## config.mk

```make
export PLATFORM = sky130hd
export DESIGN_NAME = mpc_encoder
export DESIGN_NICKNAME = d
export VERILOG_FILES = /design/src/rtl/mpc_pkg.sv /design/src/rtl/mpc_req_fifo.sv /design/src/rtl/mpc_encoder.sv
export SDC_FILE = /design/constraint.sdc
export NUM_CORES = 1
export LEC_CHECK = 0
export CAP_MARGIN = 0
export CORE_AREA = 2 2 109 111
export DETAILED_ROUTE_END_ITERATION = 7
export DIE_AREA = 0 0 111 113
export GPL_TIMING_DRIVEN = 0
export PLACE_DENSITY = 0.77
export SLEW_MARGIN = 10
export SYNTH_ARGS = -nofsm -noshare
export SYNTH_HDL_FRONTEND = slang
export SYNTH_SLANG_ARGS = --single-unit
```

## constraint.sdc

```tcl
create_clock -name clk -period 3.1 [get_ports clk]
set_clock_uncertainty 0.05 [all_clocks]
set_input_delay 0.62 -clock clk [delete_from_list [all_inputs] [get_ports clk]]
set_output_delay 0.62 -clock clk [all_outputs]
set_load 0.005 [all_outputs]
```

## src/rtl/mpc_pkg.sv

```systemverilog
// Shared definitions for the mpc micro-instruction format and its issue logic.
package mpc_pkg;

  localparam int INSTR_W = 18;
  localparam int OPND_W  = 8;
  localparam int RES_W   = 9;

  // Field positions inside the 18-bit micro-instruction.
  localparam int CODE_MSB = 17;
  localparam int CODE_LSB = 16;
  localparam int OPR2_MSB = 15;
  localparam int OPR2_LSB = 8;
  localparam int OPR1_MSB = 7;
  localparam int OPR1_LSB = 0;

  typedef enum logic [1:0] {
    OP_ADD = 2'd0,
    OP_SUB = 2'd1,
    OP_INC = 2'd2,
    OP_DEC = 2'd3
  } op_e;

  typedef enum logic [1:0] {
    ST_IDLE  = 2'd0,
    ST_ISSUE = 2'd1,
    ST_RESP  = 2'd2
  } state_e;

  // Build a micro-instruction; unary ops get a zero second operand so stale
  // request data never leaks into the datapath.
  function automatic logic [INSTR_W-1:0] encode(input op_e               op,
                                                input logic [OPND_W-1:0] a,
                                                input logic [OPND_W-1:0] b);
    logic [INSTR_W-1:0] instr;
    instr                     = '0;
    instr[CODE_MSB:CODE_LSB]  = op;
    instr[OPR1_MSB:OPR1_LSB]  = a;
    if (op == OP_ADD || op == OP_SUB) begin
      instr[OPR2_MSB:OPR2_LSB] = b;
    end
    return instr;
  endfunction

endpackage

```

## src/rtl/mpc_req_fifo.sv

```systemverilog
// Synchronous request FIFO holding pre-encoded micro-instructions.
module mpc_req_fifo #(
  parameter int DEPTH = 4,
  parameter int WIDTH = 18
) (
  input  logic                   clk,
  input  logic                   rst,
  input  logic                   push,
  input  logic [WIDTH-1:0]       wdata,
  input  logic                   pop,
  output logic [WIDTH-1:0]       rdata,
  output logic                   full,
  output logic                   empty,
  output logic [$clog2(DEPTH):0] count
);

  localparam int AW = $clog2(DEPTH);

  logic [WIDTH-1:0] mem [DEPTH];
  logic [AW-1:0]    wr_ptr;
  logic [AW-1:0]    rd_ptr;
  logic             wr_en;
  logic             rd_en;

  assign full  = (count == (AW+1)'(DEPTH));
  assign empty = (count == '0);
  assign wr_en = push && !full;
  assign rd_en = pop && !empty;
  assign rdata = mem[rd_ptr];

  // Storage write.
  // NOTE: the array carries no reset; the pointers and count define which
  // entries are meaningful, so clearing data would only add flops and muxes.
  always_ff @(posedge clk) begin
    if (wr_en) begin
      mem[wr_ptr] <= wdata;
    end
  end

  // Pointer and occupancy bookkeeping; pointers wrap naturally at DEPTH.
  // NOTE: sequential state uses non-blocking assignments so every flop
  // samples the pre-edge values, independent of statement order.
  always_ff @(posedge clk) begin
    if (rst) begin
      wr_ptr <= '0;
      rd_ptr <= '0;
      count  <= '0;
    end else begin
      if (wr_en) wr_ptr <= wr_ptr + AW'(1);
      if (rd_en) rd_ptr <= rd_ptr + AW'(1);
      case ({wr_en, rd_en})
        2'b10:   count <= count + 1'b1;
        2'b01:   count <= count - 1'b1;
        default: count <= count;
      endcase
    end
  end

endmodule

```

## src/rtl/mpc_encoder.sv

```systemverilog
// Issue-side companion to the mpc datapath: buffers requests, drives encoded
// instructions one at a time, captures results and returns them in order.
module mpc_encoder
  import mpc_pkg::*;
#(
  parameter int DEPTH = 4
) (
  input  logic                   clk,
  input  logic                   rst,
  input  logic                   req_valid,
  output logic                   req_ready,
  input  logic [1:0]             req_op,
  input  logic [OPND_W-1:0]      req_a,
  input  logic [OPND_W-1:0]      req_b,
  output logic [INSTR_W-1:0]     instr_out,
  input  logic [RES_W-1:0]       mpc_out,
  output logic                   rsp_valid,
  input  logic                   rsp_ready,
  output logic [RES_W-1:0]       rsp_result,
  output logic [INSTR_W-1:0]     rsp_instr,
  output logic [$clog2(DEPTH):0] count,
  output logic                   busy
);

  state_e             state;
  state_e             state_next;
  logic               fifo_full;
  logic               fifo_empty;
  logic [INSTR_W-1:0] fifo_head;
  logic [INSTR_W-1:0] req_instr;
  logic               push;
  logic               pop;
  logic               capture;
  logic               release_rsp;

  // Readiness is a pure function of occupancy: a pop in the same cycle does
  // not open a slot for a push.
  assign req_ready = !fifo_full;
  assign push      = req_valid && req_ready;
  assign req_instr = encode(op_e'(req_op), req_a, req_b);
  assign busy      = (state != ST_IDLE) || !fifo_empty;

  mpc_req_fifo #(
    .DEPTH (DEPTH),
    .WIDTH (INSTR_W)
  ) u_fifo (
    .clk   (clk),
    .rst   (rst),
    .push  (push),
    .wdata (req_instr),
    .pop   (pop),
    .rdata (fifo_head),
    .full  (fifo_full),
    .empty (fifo_empty),
    .count (count)
  );

  // State register.
  always_ff @(posedge clk) begin
    if (rst) begin
      state <= ST_IDLE;
    end else begin
      state <= state_next;
    end
  end

  // Next-state and per-edge control: IDLE pops, ISSUE captures, RESP waits
  // for the consumer and may chain straight into the next issue.
  always_comb begin
    state_next  = state;
    pop         = 1'b0;
    capture     = 1'b0;
    release_rsp = 1'b0;
    case (state)
      ST_IDLE: begin
        if (!fifo_empty) begin
          pop        = 1'b1;
          state_next = ST_ISSUE;
        end
      end
      ST_ISSUE: begin
        capture    = 1'b1;
        state_next = ST_RESP;
      end
      ST_RESP: begin
        if (rsp_valid && rsp_ready) begin
          release_rsp = 1'b1;
          if (!fifo_empty) begin
            pop        = 1'b1;
            state_next = ST_ISSUE;
          end else begin
            state_next = ST_IDLE;
          end
        end
      end
      default: state_next = ST_IDLE;
    endcase
  end

  // Instruction and response registers; the datapath result is sampled one
  // cycle after instr_out changes, giving it a full cycle to settle.
  always_ff @(posedge clk) begin
    if (rst) begin
      instr_out  <= '0;
      rsp_result <= '0;
      rsp_instr  <= '0;
      rsp_valid  <= 1'b0;
    end else begin
      if (pop) begin
        instr_out <= fifo_head;
      end
      if (capture) begin
        rsp_result <= mpc_out;
        rsp_instr  <= instr_out;
        rsp_valid  <= 1'b1;
      end else if (release_rsp) begin
        rsp_valid  <= 1'b0;
      end
    end
  end

endmodule
```

==> results.json <==
{
  "status": "finished, final reports clean",
  "route.detailed.drc": 0,
  "ys_top_cells_by_count": "edfxtp_1, nand2_1, dfxtp_1",
  "number_of_synthesized_register_bits": 127,
  "grt_pass1_vias": 3378,
  "yosys.cell_count.top_type": "edfxtp_1",
  "critical-path-top-delay-family": "simple AND/OR/NAND/NOR gates",
  "combinationalPowerShare": 0.275,
  "crit_arrival_ns": 2.16,
  "netSwitchingPower_mw": 1.825,
  "r2r_start": "u_fifo.count[2]",
  "synth_async_sr_flop_share": 0,
  "initial_core_util": 0.4427,
  "critPathSlowestCell": "clkdlybuf4s50_1",
  "syn-instance-count": 373,
  "worstHoldPathCells": 2,
  "die_y_extent_um": 113,
  "routed_via_density": 5.352,
  "chipWidth_um": 111,
  "ys_top_cells_by_area": "edfxtp_1, dfxtp_1, mux4_1",
  "sw_frac_of_total": 0.2892,
  "postSynthNetCount": 410,
  "largest_driver_fanout_on_the_critical_path": 10,
  "numPortBuffers": 80,
  "cts.sink_count": 127,
  "antenna_violations_before_repair": 0,
  "worstMarginPinSlew_ns": 0.9898,
  "worst_hold_startpoint": "rsp_instr[17]",
  "power.density_mw_per_mm2": 947.1,
  "gp_congestion": 0.8369,
  "criticalPathCategory": "flop to primary output",
  "finalHoldViolations": 0,
  "tritoncts": "yes",
  "worstHoldEndpoint": "rsp_instr[17]",
  "drt.antenna.violating_nets": 0,
  "multi_input_comb_area_mm2": 0.001540,
  "finalMaxSlewViolations": 0,
  "r2r_slack_ns": 0.75,
  "storage_cell_area_mm2": 0.003263,
  "setup-tns-final_ns": 0,
  "cts-htree-levels": 4,
  "grt_first_pass_wirelength_um": 17730,
  "critical_path_required_ns": 2.43,
  "fill_cells": 889,
  "grt.total_usage": 0.1852,
  "static-leakage-power_nw": 2.300,
  "cp-end-kind": "primary output",
  "ys.flop_type": "edfxtp_1",
  "p_total_mw": 6.309,
  "route.vias.total": 3361,
  "core_area_mm2": 0.01127,
  "fin_crit_sh": 0.9139,
  "synth.largest_area_cell": "edfxtp_1",
  "area_delta_synth_final_pct": 33.50,
  "routed_wirelength_um": 11260,
  "route.detailed.wl_per_inst_um": 17.93,
  "max-slew-margin-rel": 0.3401,
  "final_layout_size_suffix_gt1_frac": 0.1216,
  "syn_area_mm2": 0.004990,
  "synthesis.area_per_instance_um2": 13.38,
  "vdd_drop_max_mv": 0.4910,
  "clk_transition_reported_paths_ns": 0.05,
  "critPathBufInv": 2,
  "place.detailed.hpwl_um": 7416,
  "cts_root_buf": "clkbuf_16",
  "p_clk_frac": 0.367,
  "kind_of_launch_point_of_the_worst_setup_path": "flop",
  "timing.rr.end": "u_fifo.count[2]",
  "die_ar_mm2": 0.01254,
  "insertion_delay_ns": 0.42,
  "synth_enable_flop_cells": 72,
  "antennaDiodeCount": 0,
  "p_int_mw": 4.485,
  "cts_inserted_buffers": 17,
  "layout.nets": 509,
  "worst_hold_path_type": "flop to flop",
  "ff2ff_path_depth": 9,
  "grt_max_degree": 19,
  "yosysUniqueCellTypes": 38,
  "clock.fmax_ghz": 0.3530,
  "post_cts_buffers": 0,
  "crit_path_max_incr_delay_ns": 0.46,
  "cts_resized": 0,
  "grt_overflow_total": 0,
  "floorplan.rows": 39,
  "sequential_to_total_area_share_from_yosys_stat": 0.6540,
  "max_cap_viol_count": 0,
  "yosysWarningCount": 0,
  "drtPass1Iterations": 5,
  "setup_viol": 0,
  "number_of_drc_violations_after_detailed_routing_iteration_0": 212,
  "crit_chain": "or3_4 -> buf_6 -> or3_1 -> clkdlybuf4s50_1",
  "boundaryPins": 82,
  "rsz0062_at_grt": "false",
  "seq_power_share": 0.358,
  "netlist.area_leader.share": 0.4333,
  "cts_hold_buf": 0,
  "final.min_clock_period_ns": 2.833,
  "cts_buffer_depth": 2
}
[power groups by stage]
stage               registers, mW  clock network (mW)  logic (mW)
finish                       2.26                2.31        1.74
CTS                          2.26                2.33        1.75
floorplan                    2.25                   0        1.02
detailed placement           2.29                   0        1.72
global placement             2.28                   0        1.67
global route                 2.28                2.42        1.90
[worst max-delay path by stage]
stage               startpoint              end  cells past startpoint
6_report       u_fifo.count[0]             busy                      4
5_1_grt        u_fifo.count[0]             busy                      4
4_1_cts        u_fifo.count[0]             busy                      4
3_5_place_dp         rsp_ready  u_fifo.count[2]                      9
3_3_place_gp         rsp_ready  u_fifo.count[2]                      9
2_1_floorplan  u_fifo.count[2]  u_fifo.count[2]                      9
[worst min-delay path, cell delays in order, from the launching register on]
cell and delay, ns:
dfxtp_1 0.30, nand2_1 0.05, a21oi_1 0.05
[cell families after synthesis]
family	count (synthesis)	synth area share
adders and majority gates	6	0.01655
buffers and inverters	36	0.03736
AOI/OAI and AO/OA	78	0.09378
xor gates and xnor gates	2	0.003511
muxes	18	0.09102
DFF	127	0.6540
and+or+nand+nor	106	0.1038
[layout make-up]
cell class / count / share of cell area
repair buffers: 80 / 0.1202
flip-flops and latches: 127 / 0.4899
multi-input cells: 210 / 0.2312
clock buffers: 17 / 0.06386
plain buffers: 30 / 0.02461
inverters: 6 / 0.003381
well taps: 143 / 0.02686
clock inverters: 15 / 0.04001
[cell usage in the layout (no fill, tap or decap), types with 5 or more instances in the layout]
cell type / instances
a21oi_1: 50
buf_2: 11
bufinv_16: 7
clkbuf_1: 9
clkbuf_16: 17
clkdlybuf4s50_1: 80
dfxtp_1: 55
edfxtp_1: 72
ha_1: 5
inv_1: 5
mux4_1: 13
mux4_2: 5
nand2_1: 56
nand4_1: 18
nor2_1: 5
nor2b_1: 10
o31ai_1: 19
[through the flow]
step | area [um2] | util | hold slack [ns] | std cells | setup WS, ns
after global routing | 6661 | 0.5910 | 0.4206 | 628 | 0.1924
final | 6661 | 0.5910 | 0.4017 | 628 | 0.2668
after floorplan | 4990 | - | 0.4027 | 373 | 0.8827
after global placement | 5969 | 0.5296 | 0.3910 | 596 | 0.1513
after CTS | 6661 | 0.5910 | 0.4055 | 628 | 0.2532
after detailed placement | 5969 | 0.5296 | 0.3976 | 596 | 0.1150
[flip-flops by register name, indices dropped and copies added, names as in the netlist]
register       count
instr_out         18
rsp_instr         18
rsp_result         9
rsp_valid          1
state              2
u_fifo.count       3
u_fifo.mem        72
u_fifo.rd_ptr      2
u_fifo.wr_ptr      2
[per-layer routing]
| metal | global-route usage | part of all wire | up-vias |
|---|---|---|---|
| met5 | 0 | 0 | - |
| met4 | 0.07167 | 0.014 | 0 |
| met3 | 0.05624 | 0.054 | 16 |
| met2 | 0.3174 | 0.51 | 109 |
| met1 | 0.2212 | 0.42 | 1635 |
| li1 | - | - | 1601 |
(Power assumes the default switching activity.)
